## src/rtl/rvh_l1d_lst_wr_sched.sv

```systemverilog
// LST MESI write scheduler: snoop/refill-FIFO/pipe arbitration onto one registered write port; 1-cycle grant-to-write latency.
// Hazarded requesters are stalled via rdy; refill FIFO backpressures when full. Optional starvation promotion: RVH_L1D_LST_SCHED_STARVE_EN.
module rvh_l1d_lst_wr_sched #(
    parameter int SET_IDX_W    = 5,
    parameter int WAY_IDX_W    = 2,
    parameter int MESI_W       = 2,
    parameter int FIFO_DEPTH   = 4,
    parameter int STARVE_LIMIT = 8
) (
    input  logic                         clk,
    input  logic                         rst,
    input  logic                         snp_vld,
    output logic                         snp_rdy,
    input  logic [SET_IDX_W-1:0]         snp_set_idx,
    input  logic [WAY_IDX_W-1:0]         snp_way_idx,
    input  logic [MESI_W-1:0]            snp_dat,
    input  logic                         mlfb_vld,
    output logic                         mlfb_rdy,
    input  logic [SET_IDX_W-1:0]         mlfb_set_idx,
    input  logic [WAY_IDX_W-1:0]         mlfb_way_idx,
    input  logic [MESI_W-1:0]            mlfb_dat,
    input  logic                         pipe_vld,
    output logic                         pipe_rdy,
    input  logic [SET_IDX_W-1:0]         pipe_set_idx,
    input  logic [WAY_IDX_W-1:0]         pipe_way_idx,
    input  logic [MESI_W-1:0]            pipe_dat,
    output logic                         lst_wr_en,
    output logic [SET_IDX_W-1:0]         lst_wr_set_idx,
    output logic [WAY_IDX_W-1:0]         lst_wr_way_idx,
    output logic [MESI_W-1:0]            lst_wr_dat,
    output logic [1:0]                   lst_wr_src,
    output logic [$clog2(FIFO_DEPTH):0]  fifo_cnt,
    output logic                         busy
);
    localparam int PTR_W = $clog2(FIFO_DEPTH);
    localparam int CNT_W = PTR_W + 1;
    localparam logic [1:0] SRC_NONE = 2'd0;
    localparam logic [1:0] SRC_SNP  = 2'd1;
    localparam logic [1:0] SRC_MLFB = 2'd2;
    localparam logic [1:0] SRC_PIPE = 2'd3;

    logic [SET_IDX_W-1:0] fifo_set_q [FIFO_DEPTH];
    logic [WAY_IDX_W-1:0] fifo_way_q [FIFO_DEPTH];
    logic [MESI_W-1:0]    fifo_dat_q [FIFO_DEPTH];
    logic [PTR_W-1:0]     wr_ptr_q, wr_ptr_d, rd_ptr_q, rd_ptr_d;
    logic [CNT_W-1:0]     cnt_q, cnt_d;
    logic [FIFO_DEPTH-1:0] snp_match, pipe_match;

    logic fifo_ne, fifo_push, fifo_gnt, snp_gnt, pipe_gnt, starve_prom;

    logic                 wr_en_q, wr_en_d;
    logic [SET_IDX_W-1:0] wr_set_q, wr_set_d;
    logic [WAY_IDX_W-1:0] wr_way_q, wr_way_d;
    logic [MESI_W-1:0]    wr_dat_q, wr_dat_d;
    logic [1:0]           wr_src_q, wr_src_d;

    // An entry is live when its distance from the read pointer is below the occupancy.
    genvar g;
    generate
        for (g = 0; g < FIFO_DEPTH; g++) begin : g_ent
            logic [PTR_W-1:0] off;
            logic             live;
            assign off  = PTR_W'(g) - rd_ptr_q;
            assign live = {1'b0, off} < cnt_q;
            assign snp_match[g]  = live && (fifo_set_q[g] == snp_set_idx)
                                        && (fifo_way_q[g] == snp_way_idx);
            assign pipe_match[g] = live && (fifo_set_q[g] == pipe_set_idx)
                                        && (fifo_way_q[g] == pipe_way_idx);
        end
    endgenerate

    assign fifo_ne   = (cnt_q != '0);
    assign mlfb_rdy  = (cnt_q < CNT_W'(FIFO_DEPTH));
    assign fifo_push = mlfb_vld && mlfb_rdy;

    // A hazarded or promoted FIFO wins; otherwise snoop > FIFO head > pipe.
    assign snp_rdy  = !(|snp_match) && !starve_prom;
    assign snp_gnt  = snp_vld && snp_rdy;
    assign fifo_gnt = fifo_ne && !snp_gnt;
    assign pipe_rdy = !(|pipe_match) && !fifo_ne && !snp_gnt;
    assign pipe_gnt = pipe_vld && pipe_rdy;

`ifdef RVH_L1D_LST_SCHED_STARVE_EN
    localparam int STV_W = $clog2(STARVE_LIMIT + 1);
    logic [STV_W-1:0] starve_q, starve_d;

    assign starve_prom = (starve_q == STV_W'(STARVE_LIMIT));

    always_comb begin
        starve_d = starve_q;
        if (!fifo_ne || fifo_gnt) begin
            starve_d = '0;
        end else if (!starve_prom) begin
            starve_d = starve_q + 1'b1;
        end
    end

    always_ff @(posedge clk or posedge rst) begin
        if (rst) begin
            starve_q <= '0;
        end else begin
            starve_q <= starve_d;
        end
    end
`else
    assign starve_prom = 1'b0;
`endif

    always_comb begin
        wr_ptr_d = wr_ptr_q + PTR_W'(fifo_push);
        rd_ptr_d = rd_ptr_q + PTR_W'(fifo_gnt);
        cnt_d    = cnt_q;
        if (fifo_push && !fifo_gnt) begin
            cnt_d = cnt_q + 1'b1;
        end else if (!fifo_push && fifo_gnt) begin
            cnt_d = cnt_q - 1'b1;
        end
    end

    always_comb begin
        wr_en_d  = snp_gnt || fifo_gnt || pipe_gnt;
        wr_set_d = wr_set_q;
        wr_way_d = wr_way_q;
        wr_dat_d = wr_dat_q;
        wr_src_d = SRC_NONE;
        if (snp_gnt) begin
            wr_set_d = snp_set_idx;
            wr_way_d = snp_way_idx;
            wr_dat_d = snp_dat;
            wr_src_d = SRC_SNP;
        end else if (fifo_gnt) begin
            wr_set_d = fifo_set_q[rd_ptr_q];
            wr_way_d = fifo_way_q[rd_ptr_q];
            wr_dat_d = fifo_dat_q[rd_ptr_q];
            wr_src_d = SRC_MLFB;
        end else if (pipe_gnt) begin
            wr_set_d = pipe_set_idx;
            wr_way_d = pipe_way_idx;
            wr_dat_d = pipe_dat;
            wr_src_d = SRC_PIPE;
        end
    end

    always_ff @(posedge clk) begin
        if (fifo_push) begin
            fifo_set_q[wr_ptr_q] <= mlfb_set_idx;
            fifo_way_q[wr_ptr_q] <= mlfb_way_idx;
            fifo_dat_q[wr_ptr_q] <= mlfb_dat;
        end
    end

    always_ff @(posedge clk or posedge rst) begin
        if (rst) begin
            wr_ptr_q <= '0;
            rd_ptr_q <= '0;
            cnt_q    <= '0;
            wr_en_q  <= 1'b0;
            wr_set_q <= '0;
            wr_way_q <= '0;
            wr_dat_q <= '0;
            wr_src_q <= SRC_NONE;
        end else begin
            wr_ptr_q <= wr_ptr_d;
            rd_ptr_q <= rd_ptr_d;
            cnt_q    <= cnt_d;
            wr_en_q  <= wr_en_d;
            wr_set_q <= wr_set_d;
            wr_way_q <= wr_way_d;
            wr_dat_q <= wr_dat_d;
            wr_src_q <= wr_src_d;
        end
    end

    assign lst_wr_en      = wr_en_q;
    assign lst_wr_set_idx = wr_set_q;
    assign lst_wr_way_idx = wr_way_q;
    assign lst_wr_dat     = wr_dat_q;
    assign lst_wr_src     = wr_src_q;
    assign fifo_cnt       = cnt_q;
    assign busy           = fifo_ne || wr_en_q;
endmodule

```

## config.mk

```make
export PLATFORM = sky130hd
export DESIGN_NAME = rvh_l1d_lst_wr_sched
export DESIGN_NICKNAME = d
export VERILOG_FILES = /design/src/rtl/rvh_l1d_lst_wr_sched.sv
export SDC_FILE = /design/constraint.sdc
export NUM_CORES = 1
export LEC_CHECK = 0
export ABC_AREA = 1
export BUFFER_PORTS_ARGS = -buffer_cell sky130_fd_sc_hd__buf_4
export CORE_MARGIN = 8
export CORE_UTILIZATION = 50
export DETAILED_ROUTE_END_ITERATION = 6
export GPL_TIMING_DRIVEN = 0
export PLACE_DENSITY = 0.71
export SYNTH_ARGS = -nofsm -noshare
export SYNTH_HDL_FRONTEND = slang
export SYNTH_SLANG_ARGS = --single-unit
```

## constraint.sdc

```tcl
create_clock -name clk -period 3.75 [get_ports clk]
set_clock_uncertainty 0.2 [all_clocks]
set_input_delay 0.75 -clock clk [delete_from_list [all_inputs] [get_ports clk]]
set_output_delay 0.75 -clock clk [all_outputs]
set_load 0.01 [all_outputs]
```

==> impl_metrics.tcl <==
set metrics [dict create \
    clkSinkCount 55 \
    routabilityCongestion 0.892 \
    path_cells "buf_6, inv_6, nand2_2, nand2_1, inv_1, ha_1, a31oi_2, nand2_1, nor2_2, nor2_2, nand3_4, nand2_4, nor2_1, buf_4" \
    path_clk_slew_ns 0.10 \
    min_path_type "flop to flop" \
    detail_route.first_pass.iterations 5 \
    synth.avg_cell_area_um2 8.30 \
    grt_pass1_vias 2866 \
    synth_top_area_cell "edfxtp_1" \
    cp.required_ns 2.80 \
    startpoint_type "flop" \
    viasPerCell 5.18 \
    r2r_cells 20 \
    drt_iter0_drc 307 \
    timing.reg2reg.setup_slack_ns 0.39 \
    grt_pass1_wl_mm 14.2 \
    hp-start "lst_wr_set_idx[0]$_DFFE_PP0P_" \
    clock.fmax_ghz 0.289 \
    syn_inst 427 \
    h-tree-depth 2 \
    synth_flop_cell "edfxtp_1" \
    vias 2958 \
    cp-end-kind "primary output" \
    routed_wl_mm 8.71 \
    cts_tree "yes" \
    ctsRootBufferMaster "clkbuf_8" \
    netlist_area_um2 3540 \
    design.die.area_um2 10000 \
    grt_max_degree 20 \
    wl_per_cell_um 15.2 \
    slowest_stage "dfrtp_1" \
    crit_type "flop to primary output" \
    yosysWarnings 0 \
    num_rows 30 \
    synth_common_cells "nand2_1 (117), nand3_1 (63), inv_1 (41), edfxtp_1 (36), nor2_1 (32)" \
    ys_seq_elements 55 \
    insertion_delay_ns 0.32 \
    initial_core_util 0.519 \
    finalSetupTns_ns 0 \
    drtAntennaViolNets 0 \
    nets 514 \
    die-width_um 100 \
    maxSlewHeadroom 0.424 \
    reg2reg_from "rd_ptr_q[0]$_DFF_PP0_" \
    drv_cap 0 \
    fin_crit_ns 3.46 \
    setup_viol 0 \
    grt_usage 0.177 \
    numCtsBuffers 5 \
    vdd_drop_max_uv 281 \
    rsz0062_at_grt "false" \
    critPathMaxStageDelay_ns 0.41 \
    tightest_slew_ns 0.859 \
    n_antenna_cell 0 \
    async_reset_ff_frac 0.345 \
    fin_crit_sh 0.922 \
    area_growth_pct 15.4 \
    cp_max_fo 8 \
    arrival_ns 2.51 \
    yosysSeqAreaShare 0.439 \
    min_to "lst_wr_set_idx[0]$_DFFE_PP0P_" \
    yosysMostFrequentCell "nand2_1" \
    r2r-end "fifo_cnt[2]$_DFFE_PP0P_" \
    yosys-top-cells-area "edfxtp_1 (30%), dfrtp_1 (13%), nand2_1 (12%), nand3_1 (8.9%), xor2_1 (5.4%)" \
    grt_overflow_total 0 \
    powerDensity_nw_per_um2 596 \
    p_leak_nw 1.92 \
    drv_slew 0 \
    coreArea_um2 6830 \
    port_buffers 40 \
    placed_area_um2 3970 \
    post-dp-hpwl_mm 6.81 \
    holdWs_ns 0.316 \
    yosysUniqueCellTypes 38 \
    outcome "finished clean" \
    hold_path_depth 2 \
    clockBufferDepth 2 \
    drive_above_1_share 0.213 \
    hold_viol 0 \
    synth_top_area_frac 0.305 \
    postLayoutCellArea_um2 4090 \
    drc_errors 0 \
    antenna_found_initial 0 \
    die_h_um 100 \
    synth_nets 467 \
    io_pins 51 \
    synth_edf_count 36 \
]
-- report_power, final --
| group | switching [mW] | internal (mW) |
|---|---|---|
| Sequential | 0.145 | 0.802 |
| Clock | 0.212 | 0.156 |
| Combinational | 0.671 | 0.449 |
| Total | 1.03 | 1.41 |
-- layout make-up --
type	count	area, µm²
Fill cell	616	2740
Multi-Input combinational cell	301	1660
Sequential cell	55	1560
Timing Repair Buffer	41	308
Inverter	54	213
Buffer	16	131
Tap cell	96	120
Clock buffer	6	82.6
Clock inverter	2	20.0
-- cells in the final DEF (no fill, tap or decap), drive strengths merged, types with 9 or more instances in the layout --
cell type  Yosys  routed
a22oi          9       9
buf           14      54
clkbuf         3       9
dfrtp         19      19
edfxtp        36      36
inv           53      54
nand2        121     121
nand3         66      66
nor2          40      40
xnor2         12      12
xor2          22      22
-- state kept, by name, indices dropped and copies added, names as in the netlist --
name            flops
fifo_set_q         20
fifo_dat_q          8
fifo_way_q          8
lst_wr_set_idx      5
fifo_cnt            3
lst_wr_dat          2
lst_wr_src          2
lst_wr_way_idx      2
rd_ptr_q            2
wr_ptr_q            2
lst_wr_en           1
-- cells by family after synthesis --
group,after synthesis,synth area share
AND/OR/NAND/NOR,238,0.300
buffers and inverters,71,0.0981
flip-flops,55,0.439
XOR/XNOR,34,0.0840
AO/OA/AOI/OAI,21,0.0487
adder cells (fa/ha/maj),8,0.0304
-- how the worst max path moves through the flow --
stage	from	endpoint	slack, ns
global placement	rd_ptr_q[1]$_DFF_PP0_	fifo_cnt[1]$_DFFE_PP0P_	0.08
CTS	rd_ptr_q[1]$_DFF_PP0_	pipe_rdy	0.07
finish	rd_ptr_q[0]$_DFF_PP0_	pipe_rdy	0.29
global route	rd_ptr_q[0]$_DFF_PP0_	pipe_rdy	0.12
floorplan	rd_ptr_q[1]$_DFF_PP0_	fifo_cnt[2]$_DFFE_PP0P_	0.64
detailed placement	rd_ptr_q[1]$_DFF_PP0_	fifo_cnt[2]$_DFFE_PP0P_	0.01
-- worst max-delay path: cells and delay by family, from the launching register on --
kind / cells / cell delay [ns]
simple gates: 8 / 0.87
buf+inv: 4 / 0.42
flops: 1 / 0.41
fa+ha+maj: 1 / 0.28
compound gates: 1 / 0.20
-- repair_timing --
item,CTS,global route
gates cloned,0,0
setup endpoints to repair,3,4
gates resized for setup,0,2
hold buffers,0,0
setup buffers,0,0
-- layer usage --
metal  up-vias  global-route usage  share of wire
met5         -                   0              0
met4         0              0.0372         0.0056
met3         9              0.0346          0.068
met2       132               0.285           0.46
met1      1342               0.240           0.47
li1       1475                   -              -
-- through the flow --
| stage | instances | setup WS, ns | utilization | total power, mW |
|---|---|---|---|---|
| finish | 571 | 0.293 | 0.599 | 2.44 |
| global route | 571 | 0.123 | 0.599 | 2.60 |
| CTS | 570 | 0.0684 | 0.595 | 2.43 |
| detailed placement | 563 | 0.0120 | 0.580 | 2.06 |
| global placement | 563 | 0.0844 | 0.580 | 2.04 |
| floorplan | 427 | 0.637 | - | 1.68 |
No activity file was read; power rests on OpenSTA's default activity.
